<file path="src/rtl/vending_pkg.sv">
// Shared types and helpers for the multi-product vending core.
package vending_pkg;

  typedef enum logic [1:0] {
    IDLE     = 2'd0,
    CREDIT   = 2'd1,
    DISPENSE = 2'd2,
    CHANGE   = 2'd3
  } state_t;

  localparam int MONEY_W    = 12;
  localparam int STOCK_W    = 4;
  localparam int FLAT_MAX_W = 1024;

  // Returns item idx of a packed price vector whose fields are w bits wide (w <= 32).
  function automatic logic [31:0] price_slice(input logic [FLAT_MAX_W-1:0] flat,
                                              input int unsigned idx,
                                              input int unsigned w);
    logic [31:0] mask;
    mask = (w >= 32) ? 32'hFFFF_FFFF : ((32'd1 << w) - 32'd1);
    return 32'(flat >> (idx * w)) & mask;
  endfunction

endpackage

</file>
<file path="src/rtl/vending_core_multi_stock.sv">
// Per-item stock counters: decrement on sale, bulk reload on restock, sold_out flags.
module vend_stock_bank #(
  parameter int NUM_ITEMS  = 4,
  parameter int STOCK_W    = 4,
  parameter int INIT_STOCK = 9
) (
  input  logic                         clk,
  input  logic                         reset,
  input  logic                         dec_en,
  input  logic [$clog2(NUM_ITEMS)-1:0] dec_idx,
  input  logic                         restock,
  output logic [NUM_ITEMS-1:0]         sold_out
);

  localparam int IDX_W = $clog2(NUM_ITEMS);
  localparam logic [STOCK_W-1:0] INIT_VAL = STOCK_W'(INIT_STOCK);

  logic [STOCK_W-1:0] stock_q [NUM_ITEMS];

  // Restock wins over a same-cycle sale.
  always_ff @(posedge clk or posedge reset) begin
    if (reset) begin
      for (int i = 0; i < NUM_ITEMS; i++) stock_q[i] <= INIT_VAL;
    end else begin
      for (int i = 0; i < NUM_ITEMS; i++) begin
        if (restock)
          stock_q[i] <= INIT_VAL;
        else if (dec_en && dec_idx == IDX_W'(i) && stock_q[i] != '0)
          stock_q[i] <= stock_q[i] - STOCK_W'(1);
      end
    end
  end

  always_comb begin
    sold_out = '0;
    for (int i = 0; i < NUM_ITEMS; i++) sold_out[i] = (stock_q[i] == '0);
  end

endmodule

</file>
<file path="src/rtl/vending_core_multi.sv">
// Multi-product vending core: credit arithmetic, selection FSM, dispense timer, change payout.
// Optional idle refund timer enabled by defining VEND_IDLE_TIMEOUT_EN.
//
// state    | meaning
// IDLE     | no credit held
// CREDIT   | credit > 0, waiting for coin/select/cancel
// DISPENSE | dispense[idx] held while down-counter runs
// CHANGE   | one-cycle change payout, credit cleared on exit
module vending_core_multi #(
  parameter int NUM_ITEMS       = 4,
  parameter int MONEY_W         = vending_pkg::MONEY_W,
  parameter int STOCK_W         = vending_pkg::STOCK_W,
  parameter int INIT_STOCK      = 9,
  parameter int CREDIT_MAX      = 4095,
  parameter int DISPENSE_CYCLES = 4,
  parameter int TIMEOUT_CYCLES  = 1000000
) (
  input  logic                           clk,
  input  logic                           reset,
  input  logic                           coin_valid,
  input  logic [MONEY_W-1:0]             coin_value,
  input  logic                           sel_valid,
  input  logic [$clog2(NUM_ITEMS)-1:0]   sel_idx,
  input  logic                           cancel,
  input  logic                           restock,
  input  logic [NUM_ITEMS*MONEY_W-1:0]   price_flat,
  output logic [MONEY_W-1:0]             credit,
  output logic [NUM_ITEMS-1:0]           dispense,
  output logic [NUM_ITEMS-1:0]           sold_out,
  output logic                           change_valid,
  output logic [MONEY_W-1:0]             change_amt,
  output logic                           coin_reject,
  output logic                           err_sel,
  output logic                           busy
);

  import vending_pkg::*;

  localparam int IDX_W = $clog2(NUM_ITEMS);
  localparam int CNT_W = (DISPENSE_CYCLES > 1) ? $clog2(DISPENSE_CYCLES) : 1;
  localparam logic [MONEY_W:0]   CREDIT_LIMIT = (MONEY_W+1)'(CREDIT_MAX);
  localparam logic [IDX_W:0]     ITEMS_LIM    = (IDX_W+1)'(NUM_ITEMS);
  localparam logic [CNT_W-1:0]   DISP_LOAD    = CNT_W'(DISPENSE_CYCLES - 1);
  localparam logic [NUM_ITEMS-1:0] ONE_HOT0   = NUM_ITEMS'(1);

  if (NUM_ITEMS < 2 || MONEY_W > 31 || DISPENSE_CYCLES < 1 || TIMEOUT_CYCLES < 1 ||
      NUM_ITEMS * MONEY_W > FLAT_MAX_W ||
      64'(CREDIT_MAX) >= (64'd1 << MONEY_W)) begin : g_param_check
    $error("vending_core_multi: parameter out of range");
  end

  state_t                 state_q, state_d;
  logic [MONEY_W-1:0]     credit_q, credit_d;
  logic [MONEY_W-1:0]     change_amt_q, change_amt_d;
  logic [NUM_ITEMS-1:0]   dispense_q, dispense_d;
  logic [CNT_W-1:0]       disp_cnt_q, disp_cnt_d;
  logic                   change_valid_q, change_valid_d;
  logic                   coin_reject_q, coin_reject_d;
  logic                   err_sel_q, err_sel_d;
  logic                   busy_q, busy_d;
  logic                   stock_dec, stock_restock;
  logic [NUM_ITEMS-1:0]   sold_out_w;

  logic [FLAT_MAX_W-1:0]  price_ext;
  logic [MONEY_W-1:0]     sel_price;
  logic [MONEY_W:0]       coin_sum;
  logic                   coin_ok, sel_ok;

  assign price_ext = FLAT_MAX_W'(price_flat);
  assign sel_price = MONEY_W'(price_slice(price_ext, 32'(sel_idx), $unsigned(MONEY_W)));
  assign coin_sum  = {1'b0, credit_q} + {1'b0, coin_value};
  assign coin_ok   = (coin_sum <= CREDIT_LIMIT);
  assign sel_ok    = ({1'b0, sel_idx} < ITEMS_LIM) && !sold_out_w[sel_idx] &&
                     (credit_q >= sel_price);

`ifdef VEND_IDLE_TIMEOUT_EN
  localparam int TO_W = $clog2(TIMEOUT_CYCLES + 1);
  localparam logic [TO_W-1:0] TO_LIMIT = TO_W'(TIMEOUT_CYCLES);

  logic [TO_W-1:0] to_cnt_q;
  logic            to_clr;

  always_ff @(posedge clk or posedge reset) begin
    if (reset)
      to_cnt_q <= '0;
    else if (to_clr || state_q != CREDIT)
      to_cnt_q <= '0;
    else if (to_cnt_q != TO_LIMIT)
      to_cnt_q <= to_cnt_q + TO_W'(1);
  end
`endif

  always_comb begin
    state_d        = state_q;
    credit_d       = credit_q;
    change_amt_d   = change_amt_q;
    dispense_d     = dispense_q;
    disp_cnt_d     = disp_cnt_q;
    change_valid_d = 1'b0;
    coin_reject_d  = 1'b0;
    err_sel_d      = 1'b0;
    stock_dec      = 1'b0;
    stock_restock  = 1'b0;
`ifdef VEND_IDLE_TIMEOUT_EN
    to_clr         = 1'b0;
`endif
    case (state_q)
      IDLE, CREDIT: begin
        stock_restock = restock;
        if (cancel && state_q == CREDIT) begin
          state_d        = CHANGE;
          change_valid_d = 1'b1;
          change_amt_d   = credit_q;
          coin_reject_d  = coin_valid;
        end else if (sel_valid) begin
          coin_reject_d = coin_valid;
          if (sel_ok) begin
            credit_d   = credit_q - sel_price;
            stock_dec  = 1'b1;
            dispense_d = ONE_HOT0 << sel_idx;
            disp_cnt_d = DISP_LOAD;
            state_d    = DISPENSE;
          end else begin
            err_sel_d = 1'b1;
`ifdef VEND_IDLE_TIMEOUT_EN
            to_clr    = 1'b1;
`endif
          end
        end else if (coin_valid) begin
          if (coin_ok) begin
            credit_d = coin_sum[MONEY_W-1:0];
            state_d  = (coin_sum != '0) ? CREDIT : IDLE;
`ifdef VEND_IDLE_TIMEOUT_EN
            to_clr   = 1'b1;
`endif
          end else begin
            coin_reject_d = 1'b1;
          end
        end
`ifdef VEND_IDLE_TIMEOUT_EN
        else if (state_q == CREDIT && to_cnt_q == TO_LIMIT) begin
          state_d        = CHANGE;
          change_valid_d = 1'b1;
          change_amt_d   = credit_q;
        end
`endif
      end
      DISPENSE: begin
        coin_reject_d = coin_valid;
        if (disp_cnt_q == '0) begin
          dispense_d = '0;
          if (credit_q != '0) begin
            state_d        = CHANGE;
            change_valid_d = 1'b1;
            change_amt_d   = credit_q;
          end else begin
            state_d = IDLE;
          end
        end else begin
          disp_cnt_d = disp_cnt_q - CNT_W'(1);
        end
      end
      CHANGE: begin
        coin_reject_d = coin_valid;
        credit_d      = '0;
        state_d       = IDLE;
      end
      default: state_d = IDLE;
    endcase
    busy_d = (state_d == DISPENSE) || (state_d == CHANGE);
  end

  always_ff @(posedge clk or posedge reset) begin
    if (reset) begin
      state_q        <= IDLE;
      credit_q       <= '0;
      change_amt_q   <= '0;
      dispense_q     <= '0;
      disp_cnt_q     <= '0;
      change_valid_q <= 1'b0;
      coin_reject_q  <= 1'b0;
      err_sel_q      <= 1'b0;
      busy_q         <= 1'b0;
    end else begin
      state_q        <= state_d;
      credit_q       <= credit_d;
      change_amt_q   <= change_amt_d;
      dispense_q     <= dispense_d;
      disp_cnt_q     <= disp_cnt_d;
      change_valid_q <= change_valid_d;
      coin_reject_q  <= coin_reject_d;
      err_sel_q      <= err_sel_d;
      busy_q         <= busy_d;
    end
  end

  vend_stock_bank #(
    .NUM_ITEMS  (NUM_ITEMS),
    .STOCK_W    (STOCK_W),
    .INIT_STOCK (INIT_STOCK)
  ) u_stock (
    .clk      (clk),
    .reset    (reset),
    .dec_en   (stock_dec),
    .dec_idx  (sel_idx),
    .restock  (stock_restock),
    .sold_out (sold_out_w)
  );

  assign credit       = credit_q;
  assign dispense     = dispense_q;
  assign sold_out     = sold_out_w;
  assign change_valid = change_valid_q;
  assign change_amt   = change_amt_q;
  assign coin_reject  = coin_reject_q;
  assign err_sel      = err_sel_q;
  assign busy         = busy_q;

endmodule

</file>
<file path="config.mk">
export PLATFORM = sky130hd
export DESIGN_NAME = vending_core_multi
export DESIGN_NICKNAME = d
export VERILOG_FILES = /design/src/rtl/vending_pkg.sv /design/src/rtl/vending_core_multi_stock.sv /design/src/rtl/vending_core_multi.sv
export SDC_FILE = /design/constraint.sdc
export NUM_CORES = 1
export LEC_CHECK = 0
export ABC_AREA = 1
export ABC_CLOCK_PERIOD_IN_PS = 2650
export CAP_MARGIN = 10
export CORE_MARGIN = 3
export CORE_UTILIZATION = 50
export CTS_CLUSTER_DIAMETER = 150
export DETAILED_ROUTE_END_ITERATION = 16
export PLACE_DENSITY_LB_ADDON = 0.08
export REMOVE_ABC_BUFFERS = 1
export SLEW_MARGIN = 20
export SYNTH_ARGS = -nofsm -noshare
export SYNTH_HDL_FRONTEND = slang
export SYNTH_SLANG_ARGS = --single-unit
</file>
<file path="constraint.sdc">
create_clock -name clk -period 2.65 [get_ports clk]
set_clock_uncertainty 0.05 [all_clocks]
set_input_delay 0.53 -clock clk [delete_from_list [all_inputs] [get_ports clk]]
set_output_delay 0.53 -clock clk [all_outputs]
set_load 0.05 [all_outputs]
</file>
Yosys cells after proc, flatten, opt, wreduce, memory -nomap -nowiden
Cells that the tools add are included.

word-level totals
  flip-flop bits (word level) = 52
  bits in latches = 0
  memory bits (writable) = 0
  ROM bits = 0
  bits of input ports = 68
  output and inout port bits = 36
  word-level logic and storage cells = 138
  memories kept = 0

cells by class
  $add $sub $neg = 7
  $mul = 1
  divide/modulo/power cells = 0
  magnitude comparators = 3
  equal/unequal tests = 18
  shift operators = 2
  multiplexer cells = 57
  bitwise operators = 0
  reduce and logical (&&, ||, !) cells = 37

operators by type and width
  kind                                                                     count
  12-bit two-way mux                                                       8
  4-bit two-way mux                                                        12
  12-bit one-hot mux with 2 select lines                                   2
  48-bit by 6-bit >> shifter with 12-bit output                            1
  2-bit two-way mux                                                        11
  1-bit two-way mux                                                        18
  4-bit zero test                                                          4
  4-bit nonzero test                                                       4
  4-bit by 1-bit subtractor with 4-bit output, second input constant       4
  5-bit AND reduction                                                      3
  2-bit inequality test, second input constant                             7
  12-bit by 12-bit adder with 13-bit output                                1
  13-bit by 12-bit <= comparator with 1-bit output, second input constant  1
  13-bit nonzero test                                                      1
  2-bit == test, second input constant                                     6
  12-bit greater-or-equal comparator                                       1
  12-bit nonzero test                                                      1
  2-bit nonzero test                                                       6
  12-bit subtractor                                                        1
  1-bit logical AND                                                        10
  3-bit inequality test, second input constant                             3
  4-bit one-hot mux with 2 select lines                                    1
  2-bit zero test                                                          3
  2-bit one-hot mux with 3 select lines                                    1
  other kinds (12)                                                         15

Logic depth before layout (Yosys ltp)
  depth in word-level cells = 13
  mapped depth = 22
  mapped depth without buffers = 20

Modules after synthesis
From an unflattened synthesis, not the netlist that was laid out.

second synthesis, totals
  cell total of the unflattened synthesis = 632
  area, all modules = 4,357.9 µm²

by module, submodules not included
  module              instances  cells an instance  area each (µm²)  sequential area each (µm²)
  vending_core_multi  1          489                3,248.1          900.9
  vend_stock_bank     1          143                1,109.8          410.4

Worst setup path after synthesis
OpenSTA, ideal clock, no wires.

  path type = input to register
  start = input port sel_idx[1]
  end = register credit_q[5], in the netlist credit[5]
  library setup time = 0.118 ns
  arrival = 2.825 ns
  data required time = 2.482 ns
  path slack = -0.343 ns
  stages on the path = 21
  path buffers = 2
  path through = nand2_1 -> inv_1 -> buf_1 -> a22oi_1 -> nand2_1 -> ha_1 -> inv_1 -> fa_1 -> nand3_1 -> nand3_2 -> nand2_1 -> nand3_2 -> o21ai_2 -> nand2_2 -> nand2_2 -> nand3_2 -> nand2_1 -> buf_6 -> inv_4 -> nand2_1 -> nand2_1

on the way
  cells in the longest elaborated chain, start to end = 7
  elaborated cells between the ends (all ways) = 14
  classes of those cells = add/sub: 1; mul: 1; order compare: 1; eq/ne: 1; shift: 1; mux: 6; reduce/logical: 3

RTL lines
  what                                           line                       source
  from (decl)                                    vending_core_multi.sv:23   input logic [$clog2(NUM_ITEMS)-1:0] sel_idx,
  2-bit by 2-bit multiplier with 4-bit output    vending_pkg.sv:21          return 32'(flat >> (idx * w)) & mask;
  48-bit by 6-bit >> shifter with 12-bit output  vending_pkg.sv:21
  12-bit subtractor                              vending_core_multi.sv:118  credit_d = credit_q - sel_price;
  12-bit two-way mux                             vending_core_multi.sv:117  if (sel_ok) begin
  12-bit two-way mux                             vending_core_multi.sv:115  end else if (sel_valid) begin
  12-bit two-way mux                             vending_core_multi.sv:110  if (cancel && state_q == CREDIT) begin
  12-bit one-hot mux with 2 select lines         vending_core_multi.sv:107  case (state_q)
  to (signal assigned)                           vending_core_multi.sv:186  credit_q <= credit_d;
  to (decl)                                      vending_core_multi.sv:53   logic [MONEY_W-1:0] credit_q, credit_d;

Several ways; a longest one is shown, not always the timed one. The select of a mux whose other input is x is not followed.
A chain may end at the register's enable or synchronous reset.

Worst setup path in the final report
  start = input port price_flat[25]
  end = register credit_q[6], in the netlist credit[6]

on the way
  cells in the longest elaborated chain, start to end = 6
  elaborated cells between the ends (all ways) = 10
  classes of those cells = add/sub: 1; order compare: 1; eq/ne: 1; shift: 1; mux: 4; reduce/logical: 2

RTL lines
  what                                             line                       source
  from (decl)                                      vending_core_multi.sv:26   input logic [NUM_ITEMS*MONEY_W-1:0] price_flat,
  48-bit by 6-bit >> shifter with 12-bit output *  vending_pkg.sv:21
  12-bit subtractor                                vending_core_multi.sv:118
  12-bit two-way mux                               vending_core_multi.sv:117
  12-bit two-way mux                               vending_core_multi.sv:115
  12-bit two-way mux                               vending_core_multi.sv:110
  12-bit one-hot mux with 2 select lines           vending_core_multi.sv:107

Every way passes the cells marked *; elsewhere a longest branch is shown, timed or not. The select of a mux whose other input is x is not followed.

==> results.toml <==
[global_routing]
antenna_found_initial = 0
grt_pass1_wl_mm = 22.2
use_met2_pct = 50.5
grt_max_degree = 21
track_usage_pct = 28.1
grt_pass1_vias = 4873
grtUsageMet3_pct = 3.80
grt_overflow = 0
grt-busiest-layer = "met2"
grt_use_met1_pct = 34.9

[detailed_routing]
via_per_inst = 5.71
drc = 0
ant_nets = 0
drt_iter0_drc = 299
vias = 4865
totalWireLength_mm = 14.7
wl_per_cell_um = 17.3
dr.pass1.iters = 6

[timing]
slew_violations = 0
worstMarginPinSlew_ns = 0.596
rsz0062_at_grt = "true"
fmax_mhz = 362
timing.slew.headroom_pct = 59.9
fin_ws_ns = -0.112
finalHoldViolations = 0
finalSetupViolations = 32
timing.setup.tns_ns = -2.02
layout_min_cycle_time_ns = 2.76
timing.final.crit_share_pct = 104

[logic_synthesis]
synth_area_leaders = "dfrtp_1 (26%), nand2_1 (15%), ha_1 (8.7%), nand3_1 (5.5%), inv_1 (5.4%)"
synth_seq_area_share_pct = 30.9
netlist-cell-type-count = 44
synth_edf_count = 0
synth_seq_cells = 51
netlist_area_um2 = 4160
async_flop_share_pct = 100
synth_area_leader_cell = "dfrtp_1"
avgSynthCellArea_um2 = 7.40
netlist.area_leader.share_pct = 25.9
synth_cells = 562
yosys_warnings = 0
synth_ff_type = "dfrtp_1"

[worst_hold_path]
worstHoldPathCells = 2
min_from = "u_stock.stock_q[12]$_DFFE_PP1P_"
hold_path_class = "flop to flop"

[power]
swShare_pct = 50.7
seq_power_share_pct = 18.5
p_leak_nw = 3.42
p_int_mw = 4.00
switchingPower_mw = 4.11
p_comb_share_pct = 74.2
pwr-share-clk_pct = 7.2
total_power_mw = 8.12
irDropWorstVdd_mv = 0.671
power_density_nw_per_um2 = 1240

[critical_path]
worstPathMaxFanout = 5
reg2regPathDepth = 16
timing.rr.start = "credit[0]$_DFFE_PP0P_"
crit_required_ns = 2.82
arrival_ns = 2.93
crit_start = "price_flat[25]"
end_kind = "flop"
crit_type = "primary input to flop"
start_kind = "primary input"

[clock_tree]
h-tree-depth = 2
cts.sinks = 51
clk_latency_ns = 0.32
cts_buffers = 5
cts_tree = "yes"
cts_root_buf = "clkbuf_8"
clock_path_buffers = 2
hold_buffers = 0
clk_pin_slew_ns = 0.11

[final_layout]
layout_common_cells = "nand2_1 (144), clkdlybuf4s50_1 (78), buf_4 (76), inv_1 (54), dfrtp_1 (43)"
n_antenna_cell = 0
nets = 848
drive_above_1_share_pct = 30.8
syn2layout_area_growth_pct = 57.2
final_common_cell = "nand2_1"
fin_cells = 852

[outcome]
violations = "setup timing"
outcome = "complete, but fails checks"

[placement]
pre_cts_ws_ns = -0.900
dp_hpwl_mm = 9.71
gp_congestion = 0.915
place_inst = 816
port_buffers = 103

[die]
coreArea_um2 = 7890
start_util_pct = 52.7
die_w_um = 97.2
num_rows = 32
die_area_um2 = 9450
die_h_um = 97.2
boundaryPins = 104

[flow_run]
drv_cap = 0
## critical path, stage by stage
cell and delay [ns]:
clkdlybuf4s50_1 0.48, a221oi_4 0.40, fa_2 0.30, nand3_2 0.08
nand3_2 0.09, nand2_2 0.07, nand3_2 0.10, o21ai_2 0.07
nand2_2 0.11, nand2_2 0.09, nand3_4 0.09, nand2_4 0.08
buf_12 0.15, buf_16 0.12, nand2_1 0.07, nand2_1 0.07
## cells by family after synthesis
logic type               after synthesis  share of synthesized area [%]
AO/OA/AOI/OAI                         87                           14.4
XOR/XNOR                               8                           1.69
adder cells (fa/ha/maj)               31                           9.69
buffers and inverters                 76                           7.40
flip-flops                            51                           30.9
multiplexers                          11                           2.98
AND/OR/NAND/NOR                      298                           33.0
## timing repair
action	4_1_cts	5_1_grt
pin swaps	33	50
endpoints found under the setup margin	37	38
gates cloned	3	0
resized for setup	61	78
buffers inserted	18	9
## per-layer routing
| metal | routed length (um) | part of all wire [%] |
|---|---|---|
| met3 | 928 | 6.3 |
| met1 | 5770 | 39 |
| met5 | 0 | 0 |
| met4 | 625 | 4.2 |
| met2 | 7410 | 50 |
## cells in the mapped netlist (9+ instances only)
master / n
o21ai_0: 11
nor3_1: 9
or2_2: 9
dfrtp_1: 43
o21ai_2: 11
a22o_1: 11
nor2_1: 34
ha_1: 29
nand2_1: 168
nand3_1: 46
inv_1: 60
a21oi_1: 26
a221oi_1: 11
## layout make-up
type / instances / area, um2
multi-input combinational: 435 / 2900
timing repair buffer: 192 / 1840
fill: 485 / 1350
sequential: 51 / 1290
inverter: 64 / 263
clock buffer: 5 / 68.8
clock inverter: 3 / 46.3
tap: 102 / 128
## power by group through the flow
stage | Sequential [mW] | Combinational (mW) | Clock [mW]
after floorplan | 2.07 | 2.53 | 0
after global placement | 1.48 | 4.73 | 0
after detailed placement | 1.49 | 4.87 | 0
after CTS | 1.48 | 5.52 | 0.576
after global routing | 1.54 | 6.48 | 0.609
final | 1.51 | 6.03 | 0.587
## state kept, by name, indices dropped and copies added (netlist names)
signal           count
u_stock.stock_q     16
err_sel              1
state_q              1
disp_cnt_q           2
credit              12
busy                 1
change_amt          12
dispense             4
coin_reject          1
change_valid         1
## path summary, 6_finish.rpt
| check | end | slack, ns |
|---|---|---|
| setup / recovery | credit[6]$_DFFE_PP0P_ | -0.11 |
| hold / removal | u_stock.stock_q[12]$_DFFE_PP1P_ | 0.44 |
| setup reg to reg | dispense[2]$_DFFE_PP0P_ | 0 |
| hold reg to reg | u_stock.stock_q[12]$_DFFE_PP1P_ | 0.44 |
| max in group asynchronous | u_stock.stock_q[7]$_DFFE_PP1P_ | 1.43 |
| min in group asynchronous | err_sel$_DFF_PP0_ | 0.47 |
## metrics by stage
step	util (%)	instance area (um2)	hold slack, ns
3_5_place_dp	72.7	5730	0.416
6_report	82.9	6540	0.437
4_1_cts	79.1	6240	0.431
3_3_place_gp	72.7	5730	0.403
2_1_floorplan	-	4100	0.397
5_1_grt	82.9	6540	0.455
No activity file was read; power rests on OpenSTA's default activity.
